===== src/rtl/plru_tree_n_if.sv =====
// plru_tree_n_if: cache-controller side bundle for the tree pseudo-LRU unit.
interface plru_tree_n_if #(
    parameter int WAYS = 4,
    parameter int SETS = 8
);
    localparam int IDX_W = $clog2(SETS);
    localparam int WAY_W = $clog2(WAYS);

    logic             touch_valid;
    logic [IDX_W-1:0] touch_index;
    logic [WAY_W-1:0] touch_way;
    logic             victim_req;
    logic [IDX_W-1:0] victim_index;
    logic [WAYS-1:0]  valid_mask;
    logic             victim_valid;
    logic [WAY_W-1:0] victim_way;
    logic             flush_req;
    logic             flush_busy;

    modport master (
        output touch_valid, touch_index, touch_way, victim_req, victim_index, valid_mask, flush_req,
        input  victim_valid, victim_way, flush_busy
    );

    modport slave (
        input  touch_valid, touch_index, touch_way, victim_req, victim_index, valid_mask, flush_req,
        output victim_valid, victim_way, flush_busy
    );
endinterface


===== src/rtl/plru_tree_n.sv =====
// plru_tree_n: per-set heap-ordered PLRU tree with touch update, registered victim
// select (empty ways first) and a one-set-per-cycle flush sweep.
module plru_tree_n #(
    parameter int WAYS = 4,
    parameter int SETS = 8
) (
    input logic          clk,
    input logic          reset_n,
    plru_tree_n_if.slave bus
);
    localparam int IDX_W = $clog2(SETS);
    localparam int WAY_W = $clog2(WAYS);
    localparam int NODES = WAYS - 1;

    typedef enum logic {IDLE, FLUSH} state_t;

    state_t           state;
    logic [IDX_W-1:0] cnt;
    logic [NODES-1:0] tree [SETS];
    logic [NODES-1:0] upd;
    logic [NODES-1:0] cur;
    logic [WAY_W-1:0] walk;
    logic [WAY_W-1:0] first_free;
    logic             touch_en;

    assign touch_en = bus.touch_valid && state == IDLE;

    // Every node on the root-to-leaf path is aimed at the sibling subtree.
    always_comb begin
        int tw;
        tw = int'(bus.touch_way);
        upd = tree[bus.touch_index];
        for (int l = 0; l < WAY_W; l++)
            upd[(1 << l) - 1 + (tw >> (WAY_W - l))] = ((tw >> (WAY_W - 1 - l)) & 1) == 0;
    end

    always_comb begin
        int w;
        cur = tree[bus.victim_index];
        w = 0;
        for (int l = 0; l < WAY_W; l++)
            w = 2 * w + (cur[(1 << l) - 1 + w] ? 1 : 0);
        walk = WAY_W'(w);
        first_free = '0;
        for (int i = WAYS - 1; i >= 0; i--)
            if (!bus.valid_mask[i]) first_free = WAY_W'(i);
    end

    always_ff @(posedge clk or negedge reset_n) begin
        if (!reset_n) begin
            state            <= IDLE;
            cnt              <= '0;
            bus.flush_busy   <= 1'b0;
            bus.victim_valid <= 1'b0;
            bus.victim_way   <= '0;
            for (int s = 0; s < SETS; s++) tree[s] <= '0;
        end else begin
            bus.victim_valid <= bus.victim_req;
            if (bus.victim_req) bus.victim_way <= &bus.valid_mask ? walk : first_free;
            if (touch_en) tree[bus.touch_index] <= upd;
            if (state == FLUSH) begin
                tree[cnt] <= '0;
                cnt       <= cnt + 1'b1;
                if (cnt == IDX_W'(SETS - 1)) begin
                    state          <= IDLE;
                    bus.flush_busy <= 1'b0;
                end
            end else if (bus.flush_req) begin
                state          <= FLUSH;
                cnt            <= '0;
                bus.flush_busy <= 1'b1;
            end
        end
    end
endmodule


===== src/flat_wrapper.sv =====
// flat-port wrapper written by rule: the top's interface ports become plain ports
module plru_tree_n_flat 
#(
    parameter int WAYS = 4,
    parameter int SETS = 8
)
  (clk, reset_n, bus_touch_valid, bus_touch_index, bus_touch_way, bus_victim_req, bus_victim_index, bus_valid_mask, bus_flush_req, bus_victim_valid, bus_victim_way, bus_flush_busy);
  plru_tree_n_if #(.WAYS(WAYS), .SETS(SETS)) bus_i ();
  input logic clk;
  input logic reset_n;
  input wire logic [$bits(bus_i.touch_valid)-1:0] bus_touch_valid;
  input wire logic [$bits(bus_i.touch_index)-1:0] bus_touch_index;
  input wire logic [$bits(bus_i.touch_way)-1:0] bus_touch_way;
  input wire logic [$bits(bus_i.victim_req)-1:0] bus_victim_req;
  input wire logic [$bits(bus_i.victim_index)-1:0] bus_victim_index;
  input wire logic [$bits(bus_i.valid_mask)-1:0] bus_valid_mask;
  input wire logic [$bits(bus_i.flush_req)-1:0] bus_flush_req;
  output wire logic [$bits(bus_i.victim_valid)-1:0] bus_victim_valid;
  output wire logic [$bits(bus_i.victim_way)-1:0] bus_victim_way;
  output wire logic [$bits(bus_i.flush_busy)-1:0] bus_flush_busy;
  assign bus_i.touch_valid = bus_touch_valid;
  assign bus_i.touch_index = bus_touch_index;
  assign bus_i.touch_way = bus_touch_way;
  assign bus_i.victim_req = bus_victim_req;
  assign bus_i.victim_index = bus_victim_index;
  assign bus_i.valid_mask = bus_valid_mask;
  assign bus_i.flush_req = bus_flush_req;
  assign bus_victim_valid = bus_i.victim_valid;
  assign bus_victim_way = bus_i.victim_way;
  assign bus_flush_busy = bus_i.flush_busy;
  plru_tree_n #(.WAYS(WAYS), .SETS(SETS)) u_core (.clk(clk), .reset_n(reset_n), .bus(bus_i));
endmodule

===== config.mk =====
export PLATFORM = sky130hd
export DESIGN_NAME = plru_tree_n_flat
export DESIGN_NICKNAME = d
export VERILOG_FILES = /design/src/rtl/plru_tree_n_if.sv /design/src/rtl/plru_tree_n.sv /design/src/flat_wrapper.sv
export SDC_FILE = /design/constraint.sdc
export NUM_CORES = 1
export LEC_CHECK = 0
export ABC_CLOCK_PERIOD_IN_PS = 3300
export CORE_UTILIZATION = 55
export DETAILED_ROUTE_END_ITERATION = 8
export PLACE_DENSITY = 0.78
export SLEW_MARGIN = 5
export SYNTH_ARGS = -nofsm -noshare
export SYNTH_HDL_FRONTEND = slang
export SYNTH_SLANG_ARGS = --single-unit

===== constraint.sdc =====
create_clock -name clk -period 3.3 [get_ports clk]
set_clock_uncertainty 0.1 [all_clocks]
set_input_delay 0.495 -clock clk [delete_from_list [all_inputs] [get_ports clk]]
set_output_delay 0.495 -clock clk [all_outputs]
set_load 0.005 [all_outputs]

==> Word-level counts from Yosys, hierarchy flattened <==
Cells that the tools add are included.
{ "totals": {"output_inout_bits": 4, "register_bits": 32, "inputBits": 17} }
{ "classes": {"bitwise_logic": 6, "n_addsub": 4, "n_mux": 34, "magnitude_cmp": 8, "reduce_logical": 9, "eq_ne": 2} }
{ "ops": {"columns": ["operator", "count"], "rows": [
  ["zero test 32 bit", 2],
  ["< comparator 32 x 4 -> 1 bit, second input constant", 2],
  ["2-to-1 mux 24 bit", 2],
  ["adder 2 x 32 -> 32 bit, first input constant", 1],
  ["greater-or-equal comparator 32 x 1 -> 1 bit, second input constant", 1],
  ["AND 24 bit", 1],
  ["bitwise mux 24 bit", 1],
  ["2-to-1 mux 3 bit", 8],
  ["NOT 24 bit", 1],
  ["binary-select mux 3 bit (select 3 bit)", 2],
  ["demux 3 bit (select 3 bit)", 2],
  ["greater-or-equal comparator 4 bit, second input constant", 3],
  ["NOT 3 -> 4 bit", 3],
  ["2-to-1 mux 1 bit", 11],
  ["2-to-1 mux 2 bit", 5],
  ["< comparator 4 x 1 -> 1 bit, second input constant", 2],
  ["logical AND 1 bit", 4],
  ["AND reduction 4 bit", 1],
  ["adder 3 x 1 -> 3 bit, second input constant", 1],
  ["bitwise mux 3 bit", 1],
  ["== test 3 bit, second input constant", 1],
  ["adder 1 x 1 -> 2 bit, first input constant", 1],
  ["adder 2 bit", 1],
  ["binary-select mux 1 bit (select 2 bit)", 1],
  ["other kinds (5)", 5]
]} }

==> Depth between registers and ports, before layout <==
Gate-level depths: netlist of the first run.
{ "logic_depth": {"word_depth": 12, "ltp_mapped": 6} }

==> Least setup slack after synthesis of the first run <==
OpenSTA, ideal clock, no wires.
{ "synth_timing": {"path_kind": "input -> register", "from": "in bus_victim_index[0]", "to": "reg u_core.bus.victim_way[1]", "path_slack_ns": 1.387, "n_path_buf": 1, "cell_stages": 5, "required_time_ns": 3.075, "t_arrival_ns": 1.688, "cell_sequence": "buf_2 mux4_2 mux2i_1 a31oi_1 mux2_2"} }
{ "synth_between": {"elab_chain_cells": 12} }
{ "synth_lines": {"columns": ["item", "line_no", "source"], "rows": [
  ["start: declaration", "flat_wrapper.sv:15", "input wire logic [$bits(bus_i.victim_index)-1:0] bus_victim_index;"],
  ["NOT 3 -> 4 bit (not written as such) *", "plru_tree_n.sv:39", "cur = tree[bus.victim_index];"],
  ["binary-select mux 3 bit (select 3 bit) *", "plru_tree_n.sv:39", null],
  ["2-to-1 mux 3 bit (not written as such) * (2 in a row)", "plru_tree_n.sv:39", null],
  ["2-to-1 mux 1 bit", "plru_tree_n.sv:42", "w = 2 * w + (cur[(1 << l) - 1 + w] ? 1 : 0);"],
  ["adder 2 x 32 -> 32 bit", "plru_tree_n.sv:42", null],
  ["binary-select mux 1 bit (select 2 bit)", "plru_tree_n.sv:42", null],
  ["2-to-1 mux 1 bit (not written as such) (2 in a row)", "plru_tree_n.sv:42", null],
  ["2-to-1 mux 1 bit", "plru_tree_n.sv:42", null],
  ["adder 2 bit *", "plru_tree_n.sv:42", null],
  ["2-to-1 mux 2 bit *", "plru_tree_n.sv:59", "if (bus.victim_req) bus.victim_way <= &bus.valid_mask ? walk : first_free;"],
  ["end signal: assignment", "plru_tree_n.sv:59", null],
  ["end: declaration", "plru_tree_n_if.sv:27", "output victim_valid, victim_way, flush_busy"]
]} }
Every way passes the cells marked *; elsewhere a longest branch is shown, timed or not. The select of a mux whose other input is x is not followed.
A chain may end at the register's enable or synchronous reset.

==> Final worst setup path of the first run <==
{ "layout_timing": {"from": "in bus_touch_index[2]", "to": "reg u_core.tree[2] (netlist bit)"} }
{ "layout_between": {"elab_chain_cells": 9} }
{ "layout_lines": {"columns": ["item", "line_no", "source"], "rows": [
  ["start: declaration", "flat_wrapper.sv:12", "input wire logic [$bits(bus_i.touch_index)-1:0] bus_touch_index;"],
  ["NOT 3 -> 4 bit (not written as such) *", "plru_tree_n.sv:32, plru_tree_n.sv:60", null],
  ["greater-or-equal comparator 4 bit (not written as such), or another cell as far along", "plru_tree_n.sv:60", "if (touch_en) tree[bus.touch_index] <= upd;"],
  ["logical AND 1 bit (not written as such) / 2-to-1 mux 3 bit (equally long branches)", "plru_tree_n.sv:60, plru_tree_n.sv:32", null],
  ["2-to-1 mux 3 bit, on equally long branches", "plru_tree_n.sv:60, plru_tree_n.sv:32", null],
  ["demux 3 bit (select 3 bit) / bitwise mux 3 bit (equally long branches)", "plru_tree_n.sv:60, plru_tree_n.sv:34", null],
  ["bitwise mux 24 bit *", "plru_tree_n.sv:60", null],
  ["2-to-1 mux 24 bit *", "plru_tree_n.sv:60", null],
  ["AND 24 bit (no line)", null, null],
  ["2-to-1 mux 24 bit *", "plru_tree_n.sv:61", "if (state == FLUSH) begin"],
  ["end signal: indexed assignment", "plru_tree_n.sv:60", null],
  ["end: declaration", "plru_tree_n.sv:19", "logic [NODES-1:0] tree [SETS];"]
]} }
Marks and branches as above.

==> reports/metrics.yaml, run 1 <==
start_kind: "primary input"
synthDistinctLibCells: 33
diodes: 0
cts-resized-gates: 0
muxShareOfSynthArea_pct: 20.61
synthTopCellsByCount: "dfrtp_1 (32), nand3_1 (23), nand2_1 (17)"
die-area_um2: 3487
async_reset_ff_share_pct: 100.0
holdWs_ns: 0.4245
synthSimpleGateAreaFrac_pct: 17.33
floorplan.core_area_um2: 3078
cts.clk_slew.worst_paths_ns: 0.10
antenna_found_initial: 0
synth_flop_cell: "dfrtp_1"
p_leak_nw: 0.8732
syn_area_um2: 1790
grt_pass1_wl_mm: 6.789
drtIter0Drc: 87
syn_avg_cell_area_um2: 10.66
arrival_ns: 2.46
grt_usage_pct: 27.11
period_share_pct: 69.76
synth_nets: 187
synth-seq-cells: 32
tns_ns: 0
synth_most_common_cell: "dfrtp_1"
drc: 0
initial_core_util_pct: 58.17
synth_top_family_by_area: "multiplexers"
worstMarginPinSlew_ns: 0.5801
drive_above_1_share_pct: 13.09
grt.busiest_layer: "met2"
fmax_mhz: 434.4
met3_usage_pct: 7.642
ios: 21
synth_top_area_cell: "dfrtp_1"
place_congestion: 0.9653
fin_crit_ns: 2.302
path_max_fanout: 13
cts.path.max_buffers: 2
drtAntennaViolNets: 0
yosys.area.top_type_share_pct: 44.72
fin_nets: 209
placementRows: 20
synth_compound_area_share_pct: 11.88
cp-end-kind: "register"
wire_per_inst_um: 17.40
relSlewSlack_pct: 61.21
ys_seq_area_share_pct: 44.72
grt-ovfl-total: 0
run_status: "completed"
fillers: 256
hpwlAfterDp_mm: 3.089
drv_cap: 0
met1_usage_pct: 33.19
synth_edf_count: 0
clock_tree.root_cell: "clkbuf_4"
synth_xor_area_share_pct: 0
cts_setup_buffers: 0
hold_viol: 0
die-width_um: 59.06
insertion_delay_ns: 0.34
cts_buffers: 5
criticalPathCategory: "primary input to register"
finalMaxSlewViolations: 0
synth_warnings: 0
hold_path_class: "register to register"
cts_tree: "built"
h-tree-depth: 2
dieHeight_um: 59.06
cp.required_ns: 3.46
setup_viol: 0
syn_to_final_growth_pct: 15.37
vdd_drop_max_mv: 0.3563
drt-total-wl_mm: 4.088
portBuffers: 20
met2_usage_pct: 44.48
grt_max_degree: 33
pwr_density_cell_nw_per_um2: 589.9
route.vias.total: 1443
holdBufCountCts: 0
cts_sinks: 32
firstDrtPassIters: 4
rsz0062_at_grt: "false"
vias_per_cell: 6.140
synthAdderAreaFrac_pct: 1.398
synthTopCellsByArea: "dfrtp_1 (45%), mux4_2 (10%), mux2i_1 (7.8%)"
synth_cells: 168
grt_pass1_vias: 1435
## cell families after synthesis
logic type / Yosys count
AOI/OAI and AO/OA: 36
adders and majority gates: 2
DFF: 32
buffers and inverters: 12
and+or+nand+nor: 60
muxes: 26
## layer usage
layer	vias to the layer above	wire (um)
li1	668	-
met1	703	1701
met2	62	1974
met3	10	290
met4	0	121
met5	-	0
## critical path, stage by stage
cell and delay, ns:
clkdlybuf4s50_1 0.71, nand2b_2 0.33, mux4_2 0.46, a22o_2 0.31
o21ai_1 0.15
## metrics by stage
stage	util (%)	instance area [um^2]	power, W	instances	setup slack, ns
final	67.11	2066	0.001219	235	0.9980
after global routing	67.11	2066	0.001301	235	0.9336
after CTS	67.11	2066	0.001221	235	1.016
after detailed placement	65.20	2007	0.0009859	227	0.6722
after global placement	65.20	2007	0.0009680	227	0.7345
after floorplan	-	1790	0.0008431	168	1.387
## sequential cells by signal, indices dropped and copies added, names as in the netlist
register and count:
u_core.tree 24, u_core.cnt 3, u_core.bus.victim_way 2, u_core.bus.flush_busy 1, u_core.bus.victim_valid 1, u_core.state 1
## placed cells by master (no fill, tap or decap), types with 2 or more instances in the layout
master	Yosys	layout
a21boi_0	4	4
a21oi_1	2	2
a31oi_1	5	5
and2b_2	2	2
buf_4	0	2
clkbuf_1	2	2
clkbuf_4	0	5
clkdlybuf4s50_1	0	20
dfrtp_1	32	32
ha_1	2	2
inv_1	5	5
mux2_2	3	3
mux2i_1	14	14
mux4_2	8	8
nand2_1	17	17
nand2b_1	2	2
nand3_1	23	23
nand4_1	4	4
nor2_1	4	4
nor2b_1	3	3
o21ai_0	4	4
o21ai_1	16	16
## worst paths after layout
path	from	end	slack, ns	cells past startpoint
max in group asynchronous	reset_n	u_core.tree[1]	2.36	2
worst min-delay path	u_core.bus.victim_way[1]	u_core.bus.victim_way[1]	0.42	1
worst min register to register	u_core.bus.victim_way[1]	u_core.bus.victim_way[1]	0.42	1
worst max-delay path	bus_touch_index[2]	u_core.tree[2]	1.0	5
min in group asynchronous	reset_n	u_core.tree[7]	0.44	2
worst max register to register	u_core.state	u_core.tree[6]	1.62	4
## where the power goes
group          leakage (nW)  internal [W]  total [W]  switching [W]
Sequential            0.427      0.000482   0.000607       0.000125
Combinational         0.414      0.000187   0.000373       0.000187
Clock                0.0326      0.000105   0.000238       0.000133
## cell type report
cell class | count | area, um^2 | share of cell area [%]
Sequential cell | 32 | 800.8 | 38.76
Clock buffer | 8 | 58.81 | 2.847
Inverter | 5 | 18.77 | 0.9085
Timing Repair Buffer | 22 | 215.2 | 10.42
Multi-Input combinational cell | 124 | 917.1 | 44.40
Tap cell | 44 | 55.05 | 2.665
(Power assumes the default switching activity.)
==> run 2, diff against run 1 <==
Settings changed: ABC_CLOCK_PERIOD_IN_PS 3300 to 2090, CORE_UTILIZATION 55 to 50, PLACE_DENSITY 0.78 to 0.74.
Clock period 3.3 ns to 2.09 ns, I/O delays scaled along.
==> reports/metrics.yaml, run 2 (synthesis results as in run 1) <==
run_status: "completed"
p_leak_nw: 0.9233  # +5.7%
arrival_ns: 2.02  # -0.44 ns
finalMaxSlewViolations: 0  # unchanged
fmax_mhz: 532.9
portBuffers: 20  # unchanged
relSlewSlack_pct: 72.32  # +11 points
p_switching_w: 0.0007358  # +65%
vdd_drop_max_mv: 0.4030  # +13%
antenna_found_initial: 0  # unchanged
slowest_stage: "mux4_2"
swShare_pct: 37.83  # +1.3 points
crit_buf_inv: 1  # unchanged
hpwlAfterDp_mm: 3.292  # +6.6%
ios: 21  # unchanged
initial_core_util_pct: 52.82  # -5.3 points
cp-end-kind: "register"
p_seq_share_pct: 48.9  # -0.9 points
fin_nets: 218  # +4.3%
dpl_cell_area_um2: 2090  # +4.1%
criticalPathCategory: "primary input to register"
insertion_delay_ns: 0.34  # about the same
grt-ovfl-total: 0  # unchanged
hold_viol: 0  # unchanged
stdcell_area_um2: 2146  # +3.9%
syn_to_final_growth_pct: 19.85
die-area_um2: 3824  # +9.7%
grt_pass1_wl_mm: 6.810  # +0.31%
top_register: "u_core.tree"
holdBufCountCts: 0  # unchanged
hold_path_class: "primary input to async pin"
place_congestion: 0.9106  # -5.7%
mostFrequentLayoutCells: "dfrtp_1 (32), nand3_1 (23), clkdlybuf4s50_1 (20)"
rsz0062_at_grt: "false"
route.vias.total: 1478  # +2.4%
cp.required_ns: 2.23  # -1.23 ns
slowest_delay_ns: 0.57  # -0.14 ns
p_int_w: 0.001209  # +56%
path_max_fanout: 3  # -10
drc: 0  # unchanged
cts_setup_buffers: 0  # unchanged
cts.path.max_buffers: 2  # unchanged
cts-resized-gates: 0  # unchanged
die-width_um: 61.84  # +4.7%
grt_usage_pct: 26.03  # -1.1 points
power_frac_clock_pct: 18.3  # -1.2 points
cts_sinks: 32  # unchanged
floorplan.core_area_um2: 3390  # +10%
h-tree-depth: 2  # unchanged
grt_max_degree: 33  # unchanged
drtIter0Drc: 82  # -5.7%
wire_per_inst_um: 17.58  # +1.0%
pwr-share-comb_pct: 32.8  # +2.2 points
diodes: 0  # unchanged
final_core_util_pct: 63.31  # -3.8 points
dieHeight_um: 61.84  # +4.7%
setup_viol: 0  # unchanged
drv_cap: 0  # unchanged
cts_tree: "built"
period_share_pct: 89.79
firstDrtPassIters: 4  # unchanged
final_common_cell: "dfrtp_1"
start_kind: "primary input"
cts_buffers: 5  # unchanged
path_cells: "clkdlybuf4s50_1, mux4_2, mux2i_1, a31oi_1, mux2_2"
vias_per_cell: 6.008  # -2.2%
placementRows: 21  # +5.0%
cp_top_family: "multiplexers"
largest_reg_flops: 24  # unchanged
drt-total-wl_mm: 4.324  # +5.8%
largest_registers: "u_core.tree: 24 flops, u_core.cnt: 3 flops, u_core.bus.victim_way: 2 flops"
fin_crit_ns: 1.877
worstMarginPinSlew_ns: 0.4152  # -0.1649 ns
pwr_density_cell_nw_per_um2: 906.4  # +54%
grt_pass1_vias: 1397  # -2.6%
cts.clk_slew.worst_paths_ns: 0.11  # about the same
clock_tree.root_cell: "clkbuf_4"
drtAntennaViolNets: 0  # unchanged
drive_above_1_share_pct: 18.00  # +4.9 points
## run 2: cell types whose count changed in the layout (fill, tap and decap cells not counted)
cell / change
buf_12: +1
clkinv_2: +2
clkbuf_8: -1
buf_4: +8
clkbuf_1: -2
clkinv_4: +1
## run 2: stage by stage
step                hold slack (ns)  worst slack [ns]  power (W)  std cells  TNS [ns]
finish                       0.2667            0.2135   0.001945        246         0
global route                 0.3075            0.1564   0.002090        246         0
CTS                          0.2647            0.2135   0.001956        246         0
detailed placement           0.3958           -0.1616   0.001599        238    -1.874
global placement             0.4005           -0.1426   0.001553        238    -1.191
floorplan                  -0.08209            0.3586   0.001331        168         0
## run 2: final cells by class
class	count	area, um^2
well taps	46	57.56
fillers	260	1244
flip-flops and latches	32	800.8
clock buffers	5	37.54
multi-input cells	124	917.1
inverters	5	18.77
clock inverters	3	18.77
repair buffers	31	295.3
## run 2: layer usage
layer | wire length [um] | track usage, % | up-vias
met5 | 0 | 0 | -
met4 | 132 | 14.29 | 0
met3 | 263 | 5.797 | 14
met2 | 2046 | 39.94 | 47
met1 | 1882 | 34.46 | 727
li1 | - | - | 690
## run 2: final timing paths
check | slack (ns) | endpoint | depth (start not counted) | start
max reg2reg | 0.37 | u_core.bus.victim_way[1] | 4 | u_core.tree[15]
min in group clk | 0.42 | u_core.bus.victim_way[1] | 1 | u_core.bus.victim_way[1]
min | 0.27 | u_core.tree[19] | 2 | reset_n
min reg2reg | 0.42 | u_core.bus.victim_way[1] | 1 | u_core.bus.victim_way[1]
max in group asynchronous | 1.32 | u_core.tree[11] | 2 | reset_n
max | 0.21 | u_core.bus.victim_way[1] | 5 | bus_victim_index[0]
## run 2: worst reg2reg max path: cells and delay by family, from the launching register on
family,cells,cell delay (ns)
mux,3,0.98
flops,1,0.43
compound gates,1,0.11
## run 2: power groups by stage
| stage | registers, W | logic [W] | clock network (W) |
|---|---|---|---|
| CTS | 0.000946 | 0.000641 | 0.000369 |
| finish | 0.000952 | 0.000637 | 0.000356 |
| global placement | 0.000946 | 0.000607 | 0 |
| floorplan | 0.000871 | 0.000460 | 0 |
| global route | 0.000974 | 0.000719 | 0.000397 |
| detailed placement | 0.000959 | 0.000640 | 0 |
==> run 3, diff against run 2 <==
Settings changed: CORE_ASPECT_RATIO set to 0.6.
==> reports/metrics.yaml, run 3 (synthesis results as in run 1) <==
run_status: "completed"
top_register: "u_core.tree"
finalWorstSetupSlack_ns: 0.1566  # -0.05686 ns
cts_sinks: 32  # unchanged
insertion_delay_ns: 0.29  # -0.05 ns
final_common_cell: "dfrtp_1"
drtAntennaViolNets: 0  # unchanged
drtIter0Drc: 142  # +73%
r2r_setup_slack_ns: 0.42  # +0.05 ns
floorplan.core_area_um2: 3343  # -1.4%
mostFrequentLayoutCells: "dfrtp_1 (32), nand3_1 (23), clkdlybuf4s50_1 (20)"
largest_registers: "u_core.tree: 24 flops, u_core.cnt: 3 flops, u_core.bus.victim_way: 2 flops"
grt-ovfl-total: 0  # unchanged
fin_nets: 218  # unchanged
hold_viol: 0  # unchanged
relSlewSlack_pct: 66.15  # -6.2 points
cts.clk_slew.worst_paths_ns: 0.07  # -0.04 ns
worstMarginPinSlew_ns: 0.5067  # +0.09152 ns
criticalPathCategory: "primary input to register"
start_kind: "primary input"
placementRows: 16  # -24%
pre_cts_ws_ns: -0.1417  # +0.01987 ns
vias_per_cell: 6.208  # +3.3%
hold_path_class: "primary input to async pin"
cp_top_family: "multiplexers"
hpwlAfterDp_mm: 3.523  # +7.0%
setup_viol: 0  # unchanged
grt_usage_pct: 26.44  # +0.41 points
route.vias.total: 1521  # +2.9%
path_cells: "clkdlybuf4s50_1, mux4_2, mux2i_1, mux2_2, o221ai_1"
p_leak_nw: 0.9393  # +1.7%
dp.cells: 237  # -0.42%
drive_above_1_share_pct: 18.00  # unchanged
grt_pass1_vias: 1463  # +4.7%
portBuffers: 20  # unchanged
initial_core_util_pct: 53.56  # +0.73 points
largest_reg_flops: 24  # unchanged
arrival_ns: 2.04  # +0.02 ns
cts.path.max_buffers: 2  # unchanged
final_cells: 245  # -0.41%
clock_tree.root_cell: "clkbuf_8"
pwr_density_cell_nw_per_um2: 963.3  # +6.3%
fin_crit_ns: 1.933  # +0.05686 ns
ios: 21  # unchanged
die-width_um: 79.26  # +28%
place_congestion: 0.9750  # +7.1%
drt-total-wl_mm: 4.534  # +4.9%
slowest_stage: "clkdlybuf4s50_1"
drv_cap: 0  # unchanged
grt_max_degree: 33  # unchanged
holdBufCountCts: 0  # unchanged
crit_buf_inv: 1  # unchanged
syn_to_final_growth_pct: 21.80
cp.required_ns: 2.19  # -0.04 ns
dieHeight_um: 48.35  # -22%
slowest_delay_ns: 0.59  # +0.02 ns
cts_setup_buffers: 0  # unchanged
fmax_mhz: 517.2  # -2.9%
firstDrtPassIters: 4  # unchanged
cts-resized-gates: 0  # unchanged
period_share_pct: 92.51  # +2.7 points
finalMaxSlewViolations: 0  # unchanged
drc: 0  # unchanged
wire_per_inst_um: 18.51  # +5.3%
fillers: 256  # -1.5%
antenna_found_initial: 0  # unchanged
cts_tree: "built"
diodes: 0  # unchanged
vdd_drop_max_mv: 0.5354  # +33%
rsz0062_at_grt: "false"
h-tree-depth: 2  # unchanged
cts_buffers: 5  # unchanged
die-area_um2: 3832  # +0.20%
grt_pass1_wl_mm: 7.403  # +8.7%
cp-end-kind: "register"
path_max_fanout: 4  # +1
[run 3: report_power, final]
group	switching (W)	total [W]	internal [W]
combinational	0.000349	0.000670	0.000321
clock	0.000229	0.000492	0.000262
sequential	0.000175	0.000939	0.000763
total	0.000754	0.00210	0.00135
[run 3: through the flow]
stage	utilization, %	hold slack (ns)	setup TNS (ns)	power (W)	instance area [um^2]
after floorplan	-	-0.08209	0	0.001331	1790
after detailed placement	62.46	0.4059	-1.853	0.001602	2088
after global routing	65.23	0.3760	0	0.002209	2181
after CTS	65.23	0.3273	0	0.002097	2181
after global placement	62.46	0.3914	-1.507	0.001560	2088
final	65.23	0.3151	0	0.002101	2181
[run 3: final timing paths]
kind	endpoint	startpoint	cells after the start
setup / recovery	u_core.bus.victim_way[0]	bus_victim_index[0]	5
hold / removal	u_core.cnt[1]	reset_n	2
setup reg to reg	u_core.bus.victim_way[0]	u_core.tree[0]	4
hold reg to reg	u_core.bus.victim_way[1]	u_core.bus.victim_way[1]	1
max in group asynchronous	u_core.tree[4]	reset_n	2
min in group clk	u_core.bus.victim_way[1]	u_core.bus.victim_way[1]	1
[run 3: final cells by class]
type | count | area [um^2] | share of cell area [%]
Sequential cell | 32 | 800.8 | 36.72
Clock buffer | 6 | 82.58 | 3.787
Multi-Input combinational cell | 124 | 917.1 | 42.05
Clock inverter | 2 | 10.01 | 0.4590
Timing Repair Buffer | 31 | 295.3 | 13.54
Inverter | 5 | 18.77 | 0.8606
Tap cell | 45 | 56.30 | 2.582
[run 3: worst register-to-register path: cells and delay by family (launching register included)]
kind           cells  cell delay [ns]
flip-flops         1             0.41
multiplexers       3             0.93
AO/OA/AOI/OAI      1             0.15
[run 3: routing by layer]
metal,track usage [%],share of wire [%],up-vias
met4,8.485,0.64,0
met1,41.65,45,752
met3,6.604,11,4
li1,-,-,692
met5,0,0,-
met2,35.20,42,73
